**src/rtl/snitch_icache_refill_assembler_if.sv**
```systemverilog
// Refill-assembler bus bundle: request, beat stream, data-memory write port and completion.
interface snitch_icache_refill_assembler_if #(
  parameter int unsigned LINE_WIDTH  = 128,
  parameter int unsigned BEAT_WIDTH  = 64,
  parameter int unsigned SET_COUNT   = 4,
  parameter int unsigned COUNT_ALIGN = 7
);
  localparam int unsigned SET_IDX_W = (SET_COUNT > 1) ? $clog2(SET_COUNT) : 1;

  logic                                  req_valid_i;
  logic                                  req_ready_o;
  logic [COUNT_ALIGN-1:0]                req_addr_i;
  logic [SET_IDX_W-1:0]                  req_set_i;
  logic                                  beat_valid_i;
  logic                                  beat_ready_o;
  logic [BEAT_WIDTH-1:0]                 beat_data_i;
  logic                                  beat_error_i;
  logic [SET_COUNT-1:0]                  ram_enable_o;
  logic                                  ram_write_o;
  logic [COUNT_ALIGN-1:0]                ram_addr_o;
  logic [SET_COUNT-1:0][LINE_WIDTH-1:0]  ram_wdata_o;
  logic                                  ram_gnt_i;
  logic                                  done_valid_o;
  logic                                  done_error_o;
  logic                                  done_ready_i;

  // Refill controller / environment side
  modport master (
    output req_valid_i, req_addr_i, req_set_i,
    output beat_valid_i, beat_data_i, beat_error_i,
    output ram_gnt_i, done_ready_i,
    input  req_ready_o, beat_ready_o,
    input  ram_enable_o, ram_write_o, ram_addr_o, ram_wdata_o,
    input  done_valid_o, done_error_o
  );

  // Assembler side
  modport slave (
    input  req_valid_i, req_addr_i, req_set_i,
    input  beat_valid_i, beat_data_i, beat_error_i,
    input  ram_gnt_i, done_ready_i,
    output req_ready_o, beat_ready_o,
    output ram_enable_o, ram_write_o, ram_addr_o, ram_wdata_o,
    output done_valid_o, done_error_o
  );
endinterface

```
**src/rtl/snitch_icache_refill_assembler.sv**
```systemverilog
// Assembles refill beats into one icache line and writes it to the selected set.
// Optional macro SNITCH_ICACHE_REFILL_ERR_EN: errored lines skip the write and report done_error_o.
module snitch_icache_refill_assembler #(
  parameter int unsigned LINE_WIDTH  = 128,
  parameter int unsigned BEAT_WIDTH  = 64,
  parameter int unsigned SET_COUNT   = 4,
  parameter int unsigned COUNT_ALIGN = 7
) (
  input  logic                           clk_i,
  input  logic                           rst_i,
  snitch_icache_refill_assembler_if.slave bus
);
  localparam int unsigned BEATS     = (LINE_WIDTH / BEAT_WIDTH > 0) ? LINE_WIDTH / BEAT_WIDTH : 1;
  localparam int unsigned SET_IDX_W = (SET_COUNT > 1) ? $clog2(SET_COUNT) : 1;
  localparam int unsigned CNT_W     = (BEATS > 1) ? $clog2(BEATS) : 1;

  typedef enum logic [1:0] {IDLE, FILL, WRITE, DONE} state_e;

  state_e                 state_q, state_d;
  logic [CNT_W-1:0]       cnt_q, cnt_d;
  logic [COUNT_ALIGN-1:0] addr_q, addr_d;
  logic [SET_IDX_W-1:0]   set_q, set_d;
  logic [LINE_WIDTH-1:0]  line_q, line_d;
  logic                   err_q, err_d;

  logic                   req_ready_q, req_ready_d;
  logic                   beat_ready_q, beat_ready_d;
  logic                   ram_write_q, ram_write_d;
  logic [SET_COUNT-1:0]   ram_enable_q, ram_enable_d;
  logic [COUNT_ALIGN-1:0] ram_addr_q, ram_addr_d;
  logic [LINE_WIDTH-1:0]  ram_line_q, ram_line_d;
  logic                   done_valid_q, done_valid_d;
  logic                   done_error_q, done_error_d;

  // Next state, datapath and output decode of the next state
  always_comb begin
    state_d = state_q;
    cnt_d   = cnt_q;
    addr_d  = addr_q;
    set_d   = set_q;
    line_d  = line_q;
    err_d   = err_q;

    unique case (state_q)
      IDLE: begin
        if (bus.req_valid_i) begin
          addr_d  = bus.req_addr_i;
          set_d   = bus.req_set_i;
          cnt_d   = '0;
          err_d   = 1'b0;
          state_d = FILL;
        end
      end
      FILL: begin
        if (bus.beat_valid_i) begin
          for (int unsigned b = 0; b < BEATS; b++) begin
            if (cnt_q == CNT_W'(b)) line_d[b*BEAT_WIDTH +: BEAT_WIDTH] = bus.beat_data_i;
          end
`ifdef SNITCH_ICACHE_REFILL_ERR_EN
          err_d = err_q | bus.beat_error_i;
`endif
          if (cnt_q == CNT_W'(BEATS - 1)) begin
            state_d = err_d ? DONE : WRITE;
          end else begin
            cnt_d = cnt_q + CNT_W'(1);
          end
        end
      end
      WRITE: begin
        if (bus.ram_gnt_i) state_d = DONE;
      end
      DONE: begin
        if (bus.done_ready_i) state_d = IDLE;
      end
      default: state_d = IDLE;
    endcase

    req_ready_d  = (state_d == IDLE);
    beat_ready_d = (state_d == FILL);
    ram_write_d  = (state_d == WRITE);
    ram_enable_d = ram_write_d ? (SET_COUNT'(1) << set_d) : '0;
    ram_addr_d   = ram_write_d ? addr_d : '0;
    ram_line_d   = ram_write_d ? line_d : '0;
    done_valid_d = (state_d == DONE);
    done_error_d = done_valid_d & err_d;
  end

  always_ff @(posedge clk_i) begin
    if (rst_i) begin
      state_q      <= IDLE;
      cnt_q        <= '0;
      addr_q       <= '0;
      set_q        <= '0;
      line_q       <= '0;
      err_q        <= 1'b0;
      req_ready_q  <= 1'b1;
      beat_ready_q <= 1'b0;
      ram_write_q  <= 1'b0;
      ram_enable_q <= '0;
      ram_addr_q   <= '0;
      ram_line_q   <= '0;
      done_valid_q <= 1'b0;
      done_error_q <= 1'b0;
    end else begin
      state_q      <= state_d;
      cnt_q        <= cnt_d;
      addr_q       <= addr_d;
      set_q        <= set_d;
      line_q       <= line_d;
      err_q        <= err_d;
      req_ready_q  <= req_ready_d;
      beat_ready_q <= beat_ready_d;
      ram_write_q  <= ram_write_d;
      ram_enable_q <= ram_enable_d;
      ram_addr_q   <= ram_addr_d;
      ram_line_q   <= ram_line_d;
      done_valid_q <= done_valid_d;
      done_error_q <= done_error_d;
    end
  end

  assign bus.req_ready_o  = req_ready_q;
  assign bus.beat_ready_o = beat_ready_q;
  assign bus.ram_write_o  = ram_write_q;
  assign bus.ram_enable_o = ram_enable_q;
  assign bus.ram_addr_o   = ram_addr_q;
  assign bus.ram_wdata_o  = {SET_COUNT{ram_line_q}};
  assign bus.done_valid_o = done_valid_q;

`ifdef SNITCH_ICACHE_REFILL_ERR_EN
  assign bus.done_error_o = done_error_q;
`else
  // Error reporting compiled out: the flag stays constant and the beat error bit is dropped.
  logic unused_err;
  assign unused_err       = bus.beat_error_i | done_error_q;
  assign bus.done_error_o = 1'b0;
`endif

endmodule

```
**src/flat_wrapper.sv**
```systemverilog
// flat-port wrapper written by rule: the top's interface ports become plain ports
module snitch_icache_refill_assembler_flat 
#(
  parameter int unsigned LINE_WIDTH  = 128,
  parameter int unsigned BEAT_WIDTH  = 64,
  parameter int unsigned SET_COUNT   = 4,
  parameter int unsigned COUNT_ALIGN = 7
)
  (clk_i, rst_i, bus_req_valid_i, bus_req_addr_i, bus_req_set_i, bus_beat_valid_i, bus_beat_data_i, bus_beat_error_i, bus_ram_gnt_i, bus_done_ready_i, bus_req_ready_o, bus_beat_ready_o, bus_ram_enable_o, bus_ram_write_o, bus_ram_addr_o, bus_ram_wdata_o, bus_done_valid_o, bus_done_error_o);
  snitch_icache_refill_assembler_if #(.LINE_WIDTH(LINE_WIDTH), .BEAT_WIDTH(BEAT_WIDTH), .SET_COUNT(SET_COUNT), .COUNT_ALIGN(COUNT_ALIGN)) bus_i ();
  input  logic clk_i;
  input  logic rst_i;
  input wire logic [$bits(bus_i.req_valid_i)-1:0] bus_req_valid_i;
  input wire logic [$bits(bus_i.req_addr_i)-1:0] bus_req_addr_i;
  input wire logic [$bits(bus_i.req_set_i)-1:0] bus_req_set_i;
  input wire logic [$bits(bus_i.beat_valid_i)-1:0] bus_beat_valid_i;
  input wire logic [$bits(bus_i.beat_data_i)-1:0] bus_beat_data_i;
  input wire logic [$bits(bus_i.beat_error_i)-1:0] bus_beat_error_i;
  input wire logic [$bits(bus_i.ram_gnt_i)-1:0] bus_ram_gnt_i;
  input wire logic [$bits(bus_i.done_ready_i)-1:0] bus_done_ready_i;
  output wire logic [$bits(bus_i.req_ready_o)-1:0] bus_req_ready_o;
  output wire logic [$bits(bus_i.beat_ready_o)-1:0] bus_beat_ready_o;
  output wire logic [$bits(bus_i.ram_enable_o)-1:0] bus_ram_enable_o;
  output wire logic [$bits(bus_i.ram_write_o)-1:0] bus_ram_write_o;
  output wire logic [$bits(bus_i.ram_addr_o)-1:0] bus_ram_addr_o;
  output wire logic [$bits(bus_i.ram_wdata_o)-1:0] bus_ram_wdata_o;
  output wire logic [$bits(bus_i.done_valid_o)-1:0] bus_done_valid_o;
  output wire logic [$bits(bus_i.done_error_o)-1:0] bus_done_error_o;
  assign bus_i.req_valid_i = bus_req_valid_i;
  assign bus_i.req_addr_i = bus_req_addr_i;
  assign bus_i.req_set_i = bus_req_set_i;
  assign bus_i.beat_valid_i = bus_beat_valid_i;
  assign bus_i.beat_data_i = bus_beat_data_i;
  assign bus_i.beat_error_i = bus_beat_error_i;
  assign bus_i.ram_gnt_i = bus_ram_gnt_i;
  assign bus_i.done_ready_i = bus_done_ready_i;
  assign bus_req_ready_o = bus_i.req_ready_o;
  assign bus_beat_ready_o = bus_i.beat_ready_o;
  assign bus_ram_enable_o = bus_i.ram_enable_o;
  assign bus_ram_write_o = bus_i.ram_write_o;
  assign bus_ram_addr_o = bus_i.ram_addr_o;
  assign bus_ram_wdata_o = bus_i.ram_wdata_o;
  assign bus_done_valid_o = bus_i.done_valid_o;
  assign bus_done_error_o = bus_i.done_error_o;
  snitch_icache_refill_assembler #(.LINE_WIDTH(LINE_WIDTH), .BEAT_WIDTH(BEAT_WIDTH), .SET_COUNT(SET_COUNT), .COUNT_ALIGN(COUNT_ALIGN)) u_core (.clk_i(clk_i), .rst_i(rst_i), .bus(bus_i));
endmodule
```
**config.mk**
```make
export PLATFORM = sky130hd
export DESIGN_NAME = snitch_icache_refill_assembler_flat
export DESIGN_NICKNAME = d
export VERILOG_FILES = /design/src/rtl/snitch_icache_refill_assembler_if.sv /design/src/rtl/snitch_icache_refill_assembler.sv /design/src/flat_wrapper.sv
export SDC_FILE = /design/constraint.sdc
export NUM_CORES = 1
export LEC_CHECK = 0
export ABC_AREA = 1
export CAP_MARGIN = 20
export CORE_AREA = 2 2 239 241
export DETAILED_ROUTE_END_ITERATION = 12
export DIE_AREA = 0 0 241 243
export SKIP_CTS_REPAIR_TIMING = 1
export SYNTH_ARGS = -nofsm -noshare
export SYNTH_HDL_FRONTEND = slang
export SYNTH_SLANG_ARGS = --single-unit
```
**constraint.sdc**
```tcl
create_clock -name clk_i -period 2.4 [get_ports clk_i]
set_input_delay 0.48 -clock clk_i [delete_from_list [all_inputs] [get_ports clk_i]]
set_output_delay 0.48 -clock clk_i [all_outputs]
set_load 0.05 [all_outputs]
```
Yosys cells after proc, flatten, opt, wreduce, memory -nomap -nowiden --
Cells that the tools add are included.
Cells by class: eq/ne operators 8, bitwise gates (word level) 1, shift operators 1, multiplexer cells 18, add/subtract/negate cells 1, reductions and logical operators 5
Operators by type and width (count):
- 2-to-1 mux 128 bit | 2
- 2-to-1 mux 64 bit | 2
- 2-to-1 mux 2 bit | 7
- 2-to-1 mux 7 bit | 2
- equality test 2 bit (second input constant) | 4
- one-hot mux 2 bit (4 select lines) | 1
- equality test 2 x 1 -> 1 bit (second input constant) | 2
- zero test 2 bit | 2
- != test 2 bit (second input constant) | 2
- left shift 1 x 2 -> 4 bit (first input constant) | 1
- 2-to-1 mux 1 bit | 3
- AND reduction 3 bit | 1
- one-hot mux 1 bit (2 select lines) | 1
- nonzero test 2 bit | 1
- OR reduction 2 bit | 1
- adder 1 bit (second input constant) | 1
- inverter 1 bit | 1
Word-level totals: word-level logic and storage cells 46, input bits 80, output and inout port bits 528, register bits after elaboration 283

Longest topological paths before layout --
Gate-level depths: netlist of the first run.
depth in word-level cells 6, gate-level depth with buffers 9

Worst setup path before layout of the first run --
OpenSTA, ideal clock, no wires.
path type in2reg, start point input bus_beat_valid_i, end point register u_core.ram_line_q[87], buffers on the path 2, path slack 0.964 ns, arrival 1.315 ns, stages on the path 7, setup time 0.121 ns, path through nand2_1 -> nor2_2 -> buf_2 -> buf_2 -> or2_2 -> o21ai_0 -> nor2_1
Between the ends: cells in the longest elaborated chain, start to end 5, elaborated cells between the ends (all ways) 7, classes of those cells 1 x eq/ne; 4 x mux; 1 x bitwise; 1 x reduce/logical
Ends and longest elaborated chain:
- start: declaration | line flat_wrapper.sv:16 | input wire logic [$bits(bus_i.beat_valid_i)-1:0] bus_beat_valid_i;
- 2-to-1 mux 2 bit | line snitch_icache_refill_assembler.sv:55 | if (bus.beat_valid_i) begin
- one-hot mux 2 bit (4 select lines) | line snitch_icache_refill_assembler.sv:44 | unique case (state_q)
- equality test 2 bit | line snitch_icache_refill_assembler.sv:80 | ram_write_d = (state_d == WRITE);
- inverter 1 bit (no line)
- OR reduction 2 bit (no line)
- end signal: assignment | line snitch_icache_refill_assembler.sv:116 | ram_line_q <= ram_line_d;
- end: declaration | line snitch_icache_refill_assembler.sv:31 | logic [LINE_WIDTH-1:0] ram_line_q, ram_line_d;
Several ways; a longest one is shown, not always the timed one. A chain may end at the register's enable or synchronous reset.

Worst setup path in the final report of the first run --
start point register u_core.ram_line_q[79], end point output bus_ram_wdata_o[79]
RTL lines:
- end: declaration | line flat_wrapper.sv:26 | output wire logic [$bits(bus_i.ram_wdata_o)-1:0] bus_ram_wdata_o;
No word-level cell between the ends.

==> impl_table.tex, run 1 <==
\begin{tabular}{lr}
\hline
Metric & Value \\
\hline
\multicolumn{2}{l}{\textbf{Timing}} \\
Worst Max-Slew Pin Slew & 0.642 ns \\
Final cycle utilization of the critical path & 97.4\% \\
Total setup violations reported at the end of the flow & 0 \\
Max-slew violation total from the final report & 0 \\
Total negative slack for setup checks & 0 ns \\
Final setup skew & 0.00998 ns \\
Relative slew slack & 57.0\% \\
Final critical delay including setup and external delays & 2.34 ns \\
Number of endpoints with negative hold slack in the final report & 0 \\
Maximum clock rate & between 400 and 500 MHz \\
\multicolumn{2}{l}{\textbf{Cells and area}} \\
Area growth from synthesis to layout & 43.9\% \\
Fraction of final layout cells sized beyond drive strength 1 & under 10\% \\
Design area & 0.0168 mm2 \\
Final cell utilization of the core & 30.1\% \\
Nets@finish & 1666 \\
\multicolumn{2}{l}{\textbf{Clock tree}} \\
Number of clock sinks seen by CTS & 283 \\
CTS H-tree depth & 1 \\
Buffer depth of the longest clock path & 3 \\
Clock tree root buffer cell & clkbuf\_16 \\
Clock Latency Late Sink & 0.57 ns \\
TritonCTS clock tree & built \\
Clock Pin Slew Worst Setup and Hold Paths & about 0.060 ns \\
Clock buffers created by TritonCTS & 30 \\
\multicolumn{2}{l}{\textbf{Synth}} \\
Async set-or-reset flop fraction in the synthesized netlist & 0\% \\
Most repeated cell in the gate-level netlist after synthesis & buf\_4 \\
Portion of synthesized cell area occupied by the leading cell type & 48.5\% \\
Commonest cells in the synthesized netlist & buf\_4, dfxtp\_1, nor2\_1, o21ai\_0, nand2\_1 \\
Cell Area, Synth & $\sim$0.012 mm2 \\
Post-synthesis sequential element count & 283 \\
Number of distinct library cell variants in the gate-level netlist after synthesis & 21 \\
Prevailing post-synth register cell & dfxtp\_1 \\
Synth top area cells & dfxtp\_1, buf\_4, nor2\_1, o21ai\_0, or2\_2 \\
Sequential element share of the synthesized area & 48.5\% \\
Cell taking the most area after synthesis & dfxtp\_1 \\
Post-Syn Instances & approximately 1400 \\
Yosys warning count & 0 \\
Synthesized area divided by synthesized cell count & 8.46 um2 \\
Synthesized netlist net count & between 1000 and 1500 \\
Number of enable flip-flop cells after synthesis & 0 \\
\multicolumn{2}{l}{\textbf{GRT}} \\
Initial antenna violation count & 3 \\
Global-route wire length before repair & 47400 um \\
Maximum number of pins on one net before global-route repair & 73 \\
Number of global-route vias before repair & 8173 \\
Total GRT Usage & 10.2\% \\
Remaining global-route overflow & 0 \\
\multicolumn{2}{l}{\textbf{Worst setup path}} \\
Slowest cell on the critical path & clkdlybuf4s50\_1 \\
Family with the most delay on the worst path & buffers and inverters \\
Setup Crit Path Kind & reg2out \\
Required time of the worst setup path & 1.92 ns \\
Startpoint type of the worst setup path & flip-flop \\
Buffers and inverters on the worst path & 1 \\
Largest stage delay, worst path & between 0.8 and 0.9 ns \\
Maximum fanout count along the critical path & 4 \\
Cell breakdown of the critical path & clkdlybuf4s50\_1 \\
Crit path arrival time & 1.86 ns \\
Setup crit end kind & output pin \\
\multicolumn{2}{l}{\textbf{Placement}} \\
GP Congestion & approximately 0.73 \\
Count of input and output buffers & roughly 610 \\
HPWL after detailed placement & 23700 um \\
Placed cell area & between 0.015 and 0.02 mm2 \\
\multicolumn{2}{l}{\textbf{Run}} \\
Max-cap check violation count & 0 \\
\multicolumn{2}{l}{\textbf{Min path}} \\
Worst min path class & in2reg \\
\multicolumn{2}{l}{\textbf{Floorplan}} \\
Area of the placeable core & 0.0560 mm2 \\
Die area & slightly below 0.06 mm2 \\
Initial cell density of the core & about a fifth \\
Standard-cell rows & 87 \\
DIE WIDTH & 241 um \\
Die boundary height & 243 um \\
IO Pins & between 600 and 700 \\
\multicolumn{2}{l}{\textbf{Run status}} \\
Outcome & complete, no violations \\
\multicolumn{2}{l}{\textbf{Routing}} \\
Vias after detailed routing & 8662 \\
Number of DRC violations after detailed routing & 0 \\
Detail Route Antenna Nets & 0 \\
First-iteration detailed-routing DRC count & 288 \\
Average detailed-routed wire length per instance & 13.7 um \\
Number of detailed-route iterations in the first pass & 4 \\
Vias per cell & 3.66 \\
Post-detailed-routing wire length & about 32000 um \\
\multicolumn{2}{l}{\textbf{Power}} \\
Cell-internal power & 7.96 mW \\
Portion of total power attributed to the clock network & 46.1\% \\
Total leakage power & 7.19 nW \\
Sw Ratio & 22.4\% \\
Peak supply drop & slightly below 600 uV \\
Power per Cell Area & 610 mW/mm2 \\
Flop pwr share & 47.2\% \\
Switching power summed over all nets & approximately 2.3 mW \\
Portion of total power attributed to combinational logic & 6.6\% \\
Tot Pwr & 10.3 mW \\
\hline
\end{tabular}
==> cells by family after synthesis <==
family          count (synthesis)  synth area share, %
buf+inv                       518                 29.5
other cells                     1               0.0321
simple gates                  440                 16.0
compound gates                139                 5.95
flops                         283                 48.5
==> power groups by stage <==
stage | Sequential [mW] | Combinational (mW) | Clock (mW)
floorplan | 4.97 | 0.384 | 0
global placement | 4.95 | 0.673 | 0
detailed placement | 4.95 | 0.684 | 0
CTS | 4.85 | 0.690 | 4.92
global route | 4.85 | 0.770 | 5.10
finish | 4.85 | 0.679 | 4.73
==> worst paths after layout <==
check / slack [ns] / from / cells after the start / end
max: 0.06 / u_core.ram_line_q[79] / 1 / bus_ram_wdata_o[79]
min: 0.28 / rst_i / 2 / u_core.line_q[125]
max reg2reg: 0.73 / u_core.state_q[0] / 6 / u_core.ram_line_q[15]
min reg2reg: 0.49 / u_core.cnt_q / 2 / u_core.cnt_q
==> routing by layer <==
metal	GRT usage (%)	up-vias	wire length [um]
met4	3.27	2	897
li1	-	4224	-
met1	12.4	4063	13600
met5	0	-	13
met3	2.27	45	2200
met2	17.9	328	15700
==> per-stage QoR <==
step                hold WS (ns)  cells  setup slack (ns)
finish                     0.277   2366            0.0617
global route               0.273   2365           -0.0117
CTS                        0.251   2365            -0.112
detailed placement         0.476   2310             0.241
global placement           0.462   2310             0.272
floorplan                  0.449   1381             0.964
==> flip-flops by register name (all words and copies together) (netlist names) <==
name and cells:
u_core.line_q 128, u_core.ram_line_q 128, u_core.addr_q 7, u_core.bus.ram_addr_o 7, u_core.bus.ram_enable_o 4, u_core.set_q 2, u_core.state_q 2, u_core.bus.beat_ready_o 1
u_core.bus.done_valid_o 1, u_core.bus.ram_write_o 1, u_core.bus.req_ready_o 1, u_core.cnt_q 1
==> layout make-up <==
class | instances | area [um2]
multi-input combinational | 580 | 2580
sequential | 283 | 5670
clock buffer | 46 | 892
tap | 756 | 946
timing repair buffer | 617 | 6330
clock inverter | 9 | 124
inverter | 74 | 278
antenna | 1 | 2.50
fill | 5855 | 39100
==> placed cells by master (no fill, tap or decap), drive strengths merged, types with 6 or more instances in the layout <==
cell type	n
dlymetal6s2s	41
clkinv	6
o21ai	137
or2	71
clkdlybuf4s50	563
nand3	7
nor2	284
inv	74
buf	13
clkbuf	46
nand2	77
dfxtp	283
Note: power is estimated with default switching activity, not from simulation.
==> run 2: changes to the inputs <==
--- a/config.mk
+++ b/config.mk
@@ -11,6 +11,7 @@
 export DETAILED_ROUTE_END_ITERATION = 12
 export DIE_AREA = 0 0 241 243
 export SKIP_CTS_REPAIR_TIMING = 1
+export SKIP_LAST_GASP = 1
 export SYNTH_ARGS = -nofsm -noshare
 export SYNTH_HDL_FRONTEND = slang
 export SYNTH_SLANG_ARGS = --single-unit
==> impl_table.tex, run 2 (same netlist as run 1, synthesis figures left out) <==
\begin{tabular}{lr}
\hline
Metric & Value \\
\hline
\multicolumn{2}{l}{\textbf{Clock tree}} \\
Number of clock sinks seen by CTS & roughly 280 \\
TritonCTS clock tree & built \\
Clock buffers created by TritonCTS & 30 \\
Buffer depth of the longest clock path & 3 \\
Clock Pin Slew Worst Setup and Hold Paths & 0.06 ns \\
CTS H-tree depth & 1 \\
Clock tree root buffer cell & clkbuf\_16 \\
Clock Latency Late Sink & approximately 0.57 ns \\
\multicolumn{2}{l}{\textbf{Routing}} \\
Number of detailed-route iterations in the first pass & 4 \\
Average detailed-routed wire length per instance & 13.7 um \\
Detail Route Antenna Nets & 0 \\
First-iteration detailed-routing DRC count & between 200 and 300 \\
Vias after detailed routing & 8661 \\
Vias per cell & about 3.7 \\
Number of DRC violations after detailed routing & 0 \\
Post-detailed-routing wire length & 32400 um \\
\multicolumn{2}{l}{\textbf{Power}} \\
Cell-internal power & 7.96 mW \\
Switching power summed over all nets & 2.30 mW \\
Peak supply drop & 583 uV \\
Flop pwr share & between 40\% and 50\% \\
Portion of total power attributed to the clock network & between 40\% and 50\% \\
Total leakage power & 7.17 nW \\
Portion of total power attributed to combinational logic & 6.6\% \\
Power per Cell Area & between 600 and 700 mW/mm2 \\
Sw Ratio & 22.4\% \\
\multicolumn{2}{l}{\textbf{Worst setup path}} \\
Maximum fanout count along the critical path & 4 \\
Family with the most delay on the worst path & buffers and inverters \\
Largest stage delay, worst path & about 0.86 ns \\
Slowest cell on the critical path & clkdlybuf4s50\_1 \\
Setup crit end kind & output pin \\
Buffers and inverters on the worst path & 1 \\
Required time of the worst setup path & 1.92 ns \\
Cell breakdown of the critical path & clkdlybuf4s50\_1 \\
Startpoint type of the worst setup path & flip-flop \\
Setup Crit Path Kind & reg2out \\
Crit path arrival time & 1.86 ns \\
\multicolumn{2}{l}{\textbf{Timing}} \\
RSZ-0062 raised after global routing & true \\
Worst Max-Slew Pin Slew & 0.642 ns \\
Final setup skew & 0.00998 ns \\
Relative slew slack & 57.0\% \\
Final cycle utilization of the critical path & between 90\% and 100\% \\
Number of endpoints with negative hold slack in the final report & 0 \\
Total setup violations reported at the end of the flow & 0 \\
Maximum clock rate & around 430 MHz \\
Final critical delay including setup and external delays & 2.34 ns \\
Max-slew violation total from the final report & 0 \\
\multicolumn{2}{l}{\textbf{Cells and area}} \\
Leading cell type in the layout, fill and taps excluded & clkdlybuf4s50\_1 \\
Count of filler cells inserted in the layout & 5854 \\
Fraction of final layout cells sized beyond drive strength 1 & 7.46\% \\
Final cell utilization of the core & 30.1\% \\
Area growth from synthesis to layout & 43.9\% \\
Top library cells by usage in the layout, fill and taps aside & clkdlybuf4s50\_1, dfxtp\_1, nor2\_1 \\
Biggest registers after layout & u\_core.line\_q (128), u\_core.ram\_line\_q (128) \\
Nets@finish & 1666 \\
Design area & 0.0168 mm2 \\
\multicolumn{2}{l}{\textbf{Floorplan}} \\
Area of the placeable core & 0.0560 mm2 \\
Die boundary height & 243 um \\
IO Pins & roughly 610 \\
Die area & between 0.05 and 0.06 mm2 \\
Standard-cell rows & 87 \\
DIE WIDTH & 241 um \\
Initial cell density of the core & 20.9\% \\
\multicolumn{2}{l}{\textbf{GRT}} \\
Met2 track demand over resource in global routing & 17.9\% \\
Total GRT Usage & approximately 10\% \\
Maximum number of pins on one net before global-route repair & 73 \\
Remaining global-route overflow & 0 \\
Initial antenna violation count & 3 \\
GR met1 Demand/Resource & 12.4\% \\
Global-route wire length before repair & 47400 um \\
Fraction of met3 tracks used by global routing & 2.27\% \\
Number of global-route vias before repair & 8173 \\
Most crowded layer after global routing & met2 \\
\multicolumn{2}{l}{\textbf{Placement}} \\
Placed cell area & 0.0157 mm2 \\
HPWL after detailed placement & 23700 um \\
Count of input and output buffers & 605 \\
GP Congestion & between 0.7 and 0.8 \\
\multicolumn{2}{l}{\textbf{Run status}} \\
Outcome & complete, no violations \\
\multicolumn{2}{l}{\textbf{Run}} \\
Max-cap check violation count & 0 \\
\multicolumn{2}{l}{\textbf{Min path}} \\
Worst min path class & in2reg \\
\hline
\end{tabular}
## run 2: stage by stage
step	setup TNS (ns)	total power, mW	setup WS [ns]	hold WS (ns)	instances
floorplan	0	5.35	0.964	0.449	1381
global placement	0	5.62	0.272	0.462	2310
detailed placement	0	5.63	0.241	0.476	2310
CTS	-0.991	10.5	-0.112	0.251	2365
global route	-0.0165	10.7	-0.0117	0.273	2365
finish	0	10.3	0.0617	0.277	2366
## run 2: metal layers
metal | share of wire [%] | up-vias
met5 | 0.040 | -
li1 | - | 4224
met1 | 42 | 4062
met3 | 6.8 | 45
met2 | 49 | 328
met4 | 2.8 | 2
## run 2: layout make-up
class	instances	area, um2	share of cell area, %
clock buffer	46	892	5.31
timing repair buffer	617	6330	37.6
sequential	283	5670	33.7
tap	756	946	5.63
inverter	74	278	1.65
multi-input combinational	580	2580	15.3
clock inverter	9	124	0.737
antenna	1	2.50	0.0149
## run 2: final timing paths
kind	end	cells after the start	from	slack (ns)
worst max-delay path	bus_ram_wdata_o[79]	1	u_core.ram_line_q[79]	0.06
worst min register to register	u_core.cnt_q	2	u_core.cnt_q	0.49
worst max register to register	u_core.ram_line_q[15]	6	u_core.state_q[0]	0.73
worst min-delay path	u_core.line_q[125]	2	rst_i	0.28
## run 2: power by group through the flow
stage               Clock, mW  Combinational, mW  Sequential, mW
floorplan                   0              0.384            4.97
global placement            0              0.673            4.95
detailed placement          0              0.684            4.95
CTS                      4.92              0.690            4.85
global route             5.10              0.770            4.85
finish                   4.73              0.679            4.85
